===== src/rtl/lsu_mem_ctrl_pkg.sv =====
// lsu_mem_ctrl_pkg: shared widths, funct3 size codes and FSM encoding for the MEM-stage
// load/store controller.
package lsu_mem_ctrl_pkg;
    localparam int LSU_DATA_WIDTH = 32;
    localparam int LSU_ADDR_WIDTH = 32;
    localparam logic [2:0] F3_LB  = 3'b000;
    localparam logic [2:0] F3_LH  = 3'b001;
    localparam logic [2:0] F3_LW  = 3'b010;
    localparam logic [2:0] F3_LBU = 3'b100;
    localparam logic [2:0] F3_LHU = 3'b101;
    typedef enum logic [1:0] {IDLE = 2'd0, REQ = 2'd1, WAIT = 2'd2, DONE = 2'd3} state_t;
    typedef enum logic [1:0] {SZ_B = 2'd0, SZ_H = 2'd1, SZ_W = 2'd2} size_t;
    // Signed and unsigned variants share a size; every other code is a word access.
    function automatic size_t decode_size(input logic [2:0] funct3);
        return funct3 inside {F3_LB, F3_LBU} ? SZ_B : funct3 inside {F3_LH, F3_LHU} ? SZ_H : SZ_W;
    endfunction
endpackage


===== src/rtl/lsu_lane_align.sv =====
// lsu_lane_align: byte-lane steering for the data-memory port: byte enables, store-data
// replication, misalignment detection and right-alignment of returned load data.
module lsu_lane_align
    import lsu_mem_ctrl_pkg::*;
#(
    parameter int DATA_WIDTH = LSU_DATA_WIDTH
) (
    input  logic [2:0]            funct3,
    input  logic [1:0]            offset,
    input  logic [DATA_WIDTH-1:0] store_data,
    input  logic [1:0]            load_offset,
    input  logic [DATA_WIDTH-1:0] raw_rdata,
    output logic [3:0]            byte_en,
    output logic [DATA_WIDTH-1:0] store_lanes,
    output logic                  misaligned,
    output logic [DATA_WIDTH-1:0] aligned_rdata
);
    size_t size;
    always_comb begin
        size          = decode_size(funct3);
        byte_en       = size == SZ_B ? 4'b0001 << offset : size == SZ_H ? 4'b0011 << offset : 4'b1111;
        store_lanes   = size == SZ_B ? {4{store_data[7:0]}} : size == SZ_H ? {2{store_data[15:0]}} : store_data;
        misaligned    = (size == SZ_H && offset[0]) || (size == SZ_W && offset != 2'b00);
        aligned_rdata = raw_rdata >> {load_offset, 3'b000};
    end
endmodule


===== src/rtl/lsu_mem_ctrl.sv =====
// lsu_mem_ctrl: MEM-stage req/gnt/rvalid data-memory controller; stalls the pipeline while a
// transaction is outstanding and returns load data right-aligned to bit 0.
module lsu_mem_ctrl
    import lsu_mem_ctrl_pkg::*;
#(
    parameter int DATA_WIDTH = LSU_DATA_WIDTH,
    parameter int ADDR_WIDTH = LSU_ADDR_WIDTH
) (
    input  logic                  clk,
    input  logic                  rst,
    input  logic                  MEM_MemRead,
    input  logic                  MEM_MemWrite,
    input  logic [2:0]            MEM_Funct3,
    input  logic [ADDR_WIDTH-1:0] MEM_ALU_Result,
    input  logic [DATA_WIDTH-1:0] MEM_RS2_Data,
    output logic                  dmem_req,
    output logic                  dmem_we,
    output logic [ADDR_WIDTH-1:0] dmem_addr,
    output logic [3:0]            dmem_be,
    output logic [DATA_WIDTH-1:0] dmem_wdata,
    input  logic                  dmem_gnt,
    input  logic                  dmem_rvalid,
    input  logic [DATA_WIDTH-1:0] dmem_rdata,
    output logic [DATA_WIDTH-1:0] Mem_R_Data,
    output logic                  Mem_Stall,
    output logic                  Mem_Misaligned
);
    state_t                state;
    logic                  access;
    logic                  misaligned;
    logic [1:0]            load_offset;
    logic [3:0]            be_next;
    logic [DATA_WIDTH-1:0] wdata_next;
    logic [DATA_WIDTH-1:0] rdata_aligned;

    assign access = MEM_MemRead | MEM_MemWrite;

    lsu_lane_align #(.DATA_WIDTH(DATA_WIDTH)) u_align (
        .funct3        (MEM_Funct3),
        .offset        (MEM_ALU_Result[1:0]),
        .store_data    (MEM_RS2_Data),
        .load_offset   (load_offset),
        .raw_rdata     (dmem_rdata),
        .byte_en       (be_next),
        .store_lanes   (wdata_next),
        .misaligned    (misaligned),
        .aligned_rdata (rdata_aligned)
    );

    // Stall drops in DONE so the held instruction advances exactly once.
    assign Mem_Misaligned = state == IDLE && access && misaligned;
    assign Mem_Stall      = (state == IDLE && access && !misaligned) || state == REQ || state == WAIT;

    always_ff @(posedge clk or posedge rst) begin
        if (rst) begin
            state       <= IDLE;
            dmem_req    <= 1'b0;
            dmem_we     <= 1'b0;
            dmem_addr   <= '0;
            dmem_be     <= '0;
            dmem_wdata  <= '0;
            load_offset <= 2'b00;
            Mem_R_Data  <= '0;
        end else begin
            case (state)
                IDLE: if (access && !misaligned) begin
                    dmem_req    <= 1'b1;
                    dmem_we     <= MEM_MemWrite;
                    dmem_addr   <= {MEM_ALU_Result[ADDR_WIDTH-1:2], 2'b00};
                    dmem_be     <= be_next;
                    dmem_wdata  <= wdata_next;
                    load_offset <= MEM_ALU_Result[1:0];
                    state       <= REQ;
                end
                REQ: if (dmem_gnt) begin
                    dmem_req <= 1'b0;
                    state    <= dmem_we ? DONE : WAIT;
                end
                WAIT: if (dmem_rvalid) begin
                    Mem_R_Data <= rdata_aligned;
                    state      <= DONE;
                end
                default: state <= IDLE;
            endcase
        end
    end
endmodule


===== config.mk =====
export PLATFORM = sky130hd
export DESIGN_NAME = lsu_mem_ctrl
export DESIGN_NICKNAME = d
export VERILOG_FILES = /design/src/rtl/lsu_mem_ctrl_pkg.sv /design/src/rtl/lsu_lane_align.sv /design/src/rtl/lsu_mem_ctrl.sv
export SDC_FILE = /design/constraint.sdc
export NUM_CORES = 1
export LEC_CHECK = 0
export BUFFER_PORTS_ARGS = -buffer_cell sky130_fd_sc_hd__buf_4
export CAP_MARGIN = 20
export CORE_ASPECT_RATIO = 1.5
export CORE_MARGIN = 2
export CORE_UTILIZATION = 49
export DETAILED_ROUTE_END_ITERATION = 10
export PLACE_DENSITY_LB_ADDON = 0.15
export REMOVE_ABC_BUFFERS = 1
export SYNTH_ARGS = -nofsm -noshare
export SYNTH_HDL_FRONTEND = slang
export SYNTH_SLANG_ARGS = --single-unit

===== constraint.sdc =====
create_clock -name clk -period 3.15 [get_ports clk]
set_input_delay 0 -clock clk [delete_from_list [all_inputs] [get_ports clk]]
set_output_delay 0 -clock clk [all_outputs]
set_load 0.01 [all_outputs]

==> reports/qor.csv, run 1 <==
stage,metric,value,unit
sta,final worst setup slack,621.7,ps
synth,Post-synth EDFFs,0,
sta,clock skew,14.20,ps
sta,RSZ-0062 raised after global routing,false,
global_routing,first-pass GRT wire length,22.11,mm
die,Rows,46,
clock_network,Clock Latency Late Sink,350,ps
global_routing,Total Routing Usage GR,0.2502,
layout,Sequential cell area,0.002603,mm²
clock_network,clock net sink count,104,
routing,antenna-violating nets left,0,
synth,Post-synth ARST share,1.000,
routing,routed length per instance,18.26,µm
routing,Vias,4146,
synth,Synth area leaders,"dfrtp_1 50%, mux2_4 20%, mux2i_1 7.9%",
critical_path,r2r startpoint,state[0],
critical_path,CP peak stage delay,680,ps
die,num ports,209,
worst_hold_path,startpoint of the worst hold path,MEM_RS2_Data[17],
sta,TNS Setup,0,ps
synth,Compound-Gate Fraction of Synth Area,0.07589,
power_and_ir_drop,Leak Pwr,4.020,nW
sta,final-report hold violation count,0,
synth,xor/xnor cell area share of the yosys netlist,0,
sta,post-layout min period,2528,ps
sta,"Slew Viols, Final",0,
clock_network,Clock Tree Root,clkbuf_16,
place,dpl cells,713,
global_routing,largest net degree at the start of global routing,75,
sta,worst-margin pin slew,1098,ps
die,die area,0.01149,mm²
layout,share of cells above drive strength 1,0.4718,
layout,Multi-input gate area,0.002415,mm²
global_routing,vias in the first global route,4404,
synth,cell taking the most area after synthesis,dfrtp_1,
job,MaxCap Viol Count,0,
synth,main combinational cell family by area after synthesis,multiplexers,
clock_network,TritonCTS clock tree,built,
routing,WL met3,885,µm
synth,synth unique cells,38,
power_and_ir_drop,pwr/cell area,905.7,mW/mm²
layout,area delta synth->final,50.14,%
synth,"count leader, synth",dfrtp_1,
routing,met2 wire len,7.821,mm
synth,top cell type's share of synthesized area,0.4995,
critical_path,worst-path fanout max,39,
critical_path,R2R Setup Slk,690,ps
critical_path,Worst R2R Path Depth,6,
die,die height,130.3,µm
critical_path,Worst EP required,3390,ps
routing,final WL,14.59,mm
synth,post-synthesis sequential area ratio,0.4995,
clock_network,clock tree buffer depth,2,
power_and_ir_drop,"IR drop worst, VDD",0.0005036,V
layout,fillers,679,
worst_hold_path,WHS Endpoint,dmem_wdata[17],
synth,Mapped Area,0.005210,mm²
critical_path,Setup crit end kind,register,
place,GP Congestion,0.8275,
critical_path,startpoint types,input port,
synth,Post-Syn Area per Cell,13.57,µm²
sta,Slew HR,0.2683,
place,dpl hpwl,9.472,mm
layout,fin nets,763,
place,Post-Place Setup Slack,733.2,ps
clock_network,Setup Buffers After CTS,0,
critical_path,highest-delay cell along the critical path,or3_4,
critical_path,crit path DAT,2770,ps
clock_network,# resized after CTS,0,
global_routing,initial antenna violation count,0,
clock_network,Clock H-tree levels,3,
sta,Peak Freq,395.5,MHz
routing,Via density,5.189,
synth,register bit total from synthesis,104,
clock_network,clock-pin slew on the worst setup and hold paths,80,ps
routing,wl on met1,5.446,mm
layout,number of diodes,0,
synth,Post-Synth Adder-Cell Area,0.01921,
critical_path,worst reg2reg path endpoint,dmem_addr[17],
sta,final count of negative-setup-slack endpoints,0,
critical_path,crit path cell chain,dlygate4sd3_1 -> buf_4 -> inv_1 -> ha_1 -> nor2b_1 -> or3_4 -> buf_12 -> mux2_4,
sta,Final period util,0.8026,
synth,Synth Instances,384,
sta,minimum hold slack,7.339,ps
routing,Pre-antenna DRT Iters,4,
place,Port Buffers,205,
status,outcome,finished clean,
routing,DR top layer,met4,
die,core area,0.01048,mm²
synth,Main synth FF type,dfrtp_1,
routing,DRT iter0 DRCs,134,
global_routing,total global routing overflow,0,
synth,Commonest cells post-synth,"104 x dfrtp_1, 68 x mux2_4, 41 x mux2i_1",
worst_hold_path,Worst Hold Class,input port to register,
worst_hold_path,Hold Path Depth,3,
layout,Post-Layout Cell Count,799,
synth,Ys Warns,0,
synth,Post-Synth Simple-Gate Area,0.03939,
die,initial core utilization,0.4974,
power_and_ir_drop,Final Power,7.085,mW
routing,DRC,0,
clock_network,CTS Buf Count,9,
critical_path,crit path kind,input port to register,
synth,mux cell area share after synthesis,0.3266,
die,Die Width,88.19,µm
## worst max-delay path: cells and delay by family
| kind | cells | cell delay [ps] |
|---|---|---|
| buf+inv | 4 | 1110 |
| simple gates | 2 | 1010 |
| mux | 1 | 340 |
| fa+ha+maj | 1 | 240 |
## per-layer routing
metal | track usage | vias up
li1 | - | 1898
met1 | 0.2803 | 2042
met2 | 0.4476 | 172
met3 | 0.05187 | 34
met4 | 0.1159 | 0
met5 | 0 | -
## cells by family (layout without fill, tap and decap cells)
family                     count (synthesis)  after routing
muxes                                    133            133
adders and majority gates                  8              8
buffers and inverters                     34            304
AOI/OAI and AO/OA                         59             59
and+or+nand+nor                           45             45
DFF                                      104            104
other                                      1              2
## layout make-up
type	count	share of cell area
sequential	104	0.3327
multi-input combinational	247	0.3087
timing repair buffer	280	0.2927
clock buffer	9	0.02879
tap	144	0.02303
clock inverter	7	0.009917
inverter	8	0.004159
## repair_timing
item / CTS / global route
hold buffers: 70 / 0
endpoints found under the setup margin: 0 / 0
endpoints found under the hold margin: 148 / 0
## cell usage in the layout (no fill, tap or decap), types with 2 or more instances in the layout
cell type      Yosys  layout
o21ai_0           12      12
nor2b_1            4       4
mux2i_1           41      41
a22o_1             8       8
clkbuf_16          0       9
dfrtp_1          104     104
a2bb2oi_1          8       8
inv_1              8       7
conb_1             1       2
nor2_1             6       6
o211ai_1           2       2
nand2_1           28      28
ha_1               8       8
mux2_4            68      68
dlygate4sd3_1      0      70
mux2_1            12      12
o21ai_1           17      17
buf_4              2     209
a21oi_1            2       2
inv_6              0       3
mux2_2            12      12
o311ai_1           2       2
## stage by stage
stage,utilization,instance area (µm²)
after global placement,0.6510,6819
after detailed placement,0.6510,6819
after CTS,0.7468,7823
final,0.7468,7823
after floorplan,-,5042
after global routing,0.7468,7823
## where the power goes
group	internal (mW)	switching [mW]
clock	0.625	0.521
sequential	1.99	0.495
combinational	2.06	1.40
## worst max path at each step
| stage | to | cells past startpoint | startpoint | slack (ps) |
|---|---|---|---|---|
| CTS | dmem_addr[17] | 8 | MEM_ALU_Result[0] | 670 |
| finish | dmem_addr[17] | 8 | MEM_ALU_Result[0] | 620 |
| floorplan | dmem_addr[10] | 5 | state[0] | -600 |
| global route | dmem_addr[10] | 8 | MEM_ALU_Result[0] | 520 |
| detailed placement | dmem_addr[17] | 6 | state[0] | 730 |
| global placement | dmem_addr[29] | 6 | state[0] | 780 |
## state kept, by name, indices dropped and copies added, names as in the netlist
register and flops:
Mem_R_Data 32, dmem_addr 30, dmem_be 4, dmem_req 1, dmem_wdata 32, dmem_we 1, load_offset 2, state 2
No activity file was read; power rests on OpenSTA's default activity.
==> run 2, diff against run 1 <==
==> constraint.sdc (replaced) <==
create_clock -name clk -period 2.63 [get_ports clk]
set_input_delay 0 -clock clk [delete_from_list [all_inputs] [get_ports clk]]
set_output_delay 0 -clock clk [all_outputs]
set_load 0.01 [all_outputs]
==> run 2 against run 1 <==
Non-clock buffer count down 3. First-iteration DRC count is 8.2% higher. Global-route usage down 1.2 points. Highest routed layer unchanged.
==> reports/qor.csv, run 2 (synthesis results as in run 1) <==
stage,metric,value,unit
status,outcome,finished clean,
layout,Post-Layout Cell Count,795,
global_routing,total global routing overflow,0,
layout,area delta synth->final,49.74,%
power_and_ir_drop,pwr/cell area,1089,mW/mm²
power_and_ir_drop,sequential share of power,0.339,
power_and_ir_drop,Logic pwr share,0.495,
job,MaxCap Viol Count,0,
die,die height,130.3,µm
worst_hold_path,Hold Path Depth,3,
global_routing,global-route met1 utilization,0.2743,
place,placed inst area,0.006847,mm²
layout,Sequential cell area,0.002603,mm²
clock_network,TritonCTS clock tree,built,
routing,Pre-antenna DRT Iters,6,
die,initial core utilization,0.4974,
layout,Top Registers,"Mem_R_Data x32, dmem_wdata x32, dmem_addr x30",
global_routing,vias in the first global route,4301,
power_and_ir_drop,"IR drop worst, VDD",0.0005710,V
die,Rows,46,
global_routing,grt met3 use,0.05819,
sta,final count of negative-setup-slack endpoints,0,
sta,worst-margin pin slew,797.7,ps
layout,number of diodes,0,
global_routing,first-pass GRT wire length,21.16,mm
sta,Peak Freq,446.4,MHz
place,Port Buffers,205,
layout,share of cells above drive strength 1,0.4777,
power_and_ir_drop,Leak Pwr,4.023,nW
critical_path,Worst R2R Path Depth,6,
critical_path,highest-delay cell along the critical path,dfrtp_1,
critical_path,Crit path top cell by count,buf_4,
clock_network,clock net sink count,104,
critical_path,crit path kind,register to primary output,
critical_path,crit path launch,state[0],
critical_path,Worst EP required,2630,ps
place,dpl cells,715,
layout,Final Core Density,0.7447,
layout,Multi-input gate area,0.002415,mm²
layout,fin nets,760,
critical_path,R2R Setup Slk,470,ps
sta,RSZ-0062 raised after global routing,false,
layout,design area,0.007801,mm²
clock_network,CTS Buf Count,9,
sta,post-layout min period,2240,ps
die,num ports,209,
routing,antenna-violating nets left,0,
power_and_ir_drop,clock power share,0.166,
sta,final-report hold violation count,0,
routing,DRT iter0 DRCs,145,
critical_path,worst-path fanout max,21,
routing,Vias,4044,
routing,routed length per instance,17.46,µm
sta,Slew HR,0.4663,
critical_path,crit path buf inv count,3,
critical_path,crit path DAT,2240,ps
die,die area,0.01149,mm²
sta,final worst setup slack,389.8,ps
place,GP Congestion,0.7769,
power_and_ir_drop,Int Pwr,5.688,mW
clock_network,clock tree buffer depth,2,
critical_path,Setup crit end,Mem_Stall,
critical_path,startpoint types,register,
routing,Via density,5.087,
critical_path,crit path cell chain,inv_1 -> ha_1 -> o21ai_1 -> or3_4 -> buf_4 -> nand2_1 -> buf_4,
sta,Final period util,0.8518,
routing,final WL,13.88,mm
die,core area,0.01048,mm²
sta,"Slew Viols, Final",0,
global_routing,global routing's busiest layer,met2,
layout,fillers,707,
critical_path,Worst path top cell family by delay,simple AND/OR/NAND/NOR gates,
place,dpl hpwl,9.170,mm
sta,minimum hold slack,4.206,ps
die,Die Width,88.19,µm
global_routing,met2 GRT Util,0.4171,
clock_network,clock-pin slew on the worst setup and hold paths,60,ps
critical_path,r2r startpoint,state[0],
clock_network,Clock Latency Late Sink,350,ps
critical_path,CP peak stage delay,430,ps
sta,clock skew,12.28,ps
critical_path,Setup crit end kind,primary output,
power_and_ir_drop,Sw Share,0.3304,
global_routing,Total Routing Usage GR,0.2380,
layout,"commonest non-fill, non-tap cell in the layout",buf_4,
worst_hold_path,Worst Hold Class,input port to register,
place,Post-Place Setup Slack,494.9,ps
layout,most frequent cells in the layout,"210 x buf_4, 104 x dfrtp_1, 68 x mux2_4",
clock_network,Clock Tree Root,clkbuf_16,
clock_network,Clock H-tree levels,3,
power_and_ir_drop,Psw,2.806,mW
global_routing,initial antenna violation count,0,
routing,DRC,0,
global_routing,largest net degree at the start of global routing,59,
critical_path,Stages on worst setup path,7,
critical_path,worst reg2reg path endpoint,dmem_addr[30],
## run 2: changes by cell type in the layout (fill, tap and decap cells not counted), sizes merged
cell / delta
inv: -2
dlygate4sd3: -6
buf: +3
bufinv: +1
clkinv: +1
clkinvlp: -1
## run 2: metal layers
| layer | up-vias | part of all wire |
|---|---|---|
| met3 | 27 | 0.059 |
| li1 | 1883 | - |
| met2 | 150 | 0.53 |
| met4 | 0 | 0.025 |
| met5 | - | 0 |
| met1 | 1984 | 0.38 |
## run 2: final cells by class
class | instances | share of cell area
clock buffer | 9 | 0.02887
clock inverter | 6 | 0.01075
inverter | 8 | 0.004170
multi-input combinational | 247 | 0.3095
sequential | 104 | 0.3336
tap | 144 | 0.02310
timing repair buffer | 277 | 0.2900
## run 2: worst min-delay path, cell delays in order
cell and delay (ps):
buf_4 70, mux2_1 110, mux2_4 130
## run 2: how the worst min path moves through the flow
stage / from / to / slack (ps)
2_1_floorplan: dmem_rdata[24] / Mem_R_Data[24] / 130
3_3_place_gp: rst / dmem_addr[5] / 110
3_5_place_dp: rst / dmem_addr[5] / 120
4_1_cts: MEM_RS2_Data[26] / dmem_wdata[26] / 0.2
5_1_grt: MEM_RS2_Data[16] / dmem_wdata[16] / 10
6_report: MEM_RS2_Data[21] / dmem_wdata[21] / 4
## run 2: what timing repair did
item | in CTS | in global routing
hold endpoints to repair | 116 | 0
gates resized for setup | 0 | 0
buffers inserted | 0 | 0
hold buffers | 64 | 0
## run 2: power by group through the flow
| stage | logic, mW | clock network (mW) | registers (mW) |
|---|---|---|---|
| after floorplan | 1.96 | 0 | 3.27 |
| after global placement | 4.03 | 0 | 2.84 |
| after detailed placement | 4.13 | 0 | 2.86 |
| after CTS | 4.21 | 1.43 | 2.86 |
| after global routing | 4.51 | 1.49 | 2.97 |
| final | 4.20 | 1.41 | 2.88 |
## run 2: through the flow
stage	power (mW)	setup TNS (ps)
floorplan	5.228	-88710
global placement	6.873	0
detailed placement	6.989	0
CTS	8.498	0
global route	8.969	0
finish	8.494	0
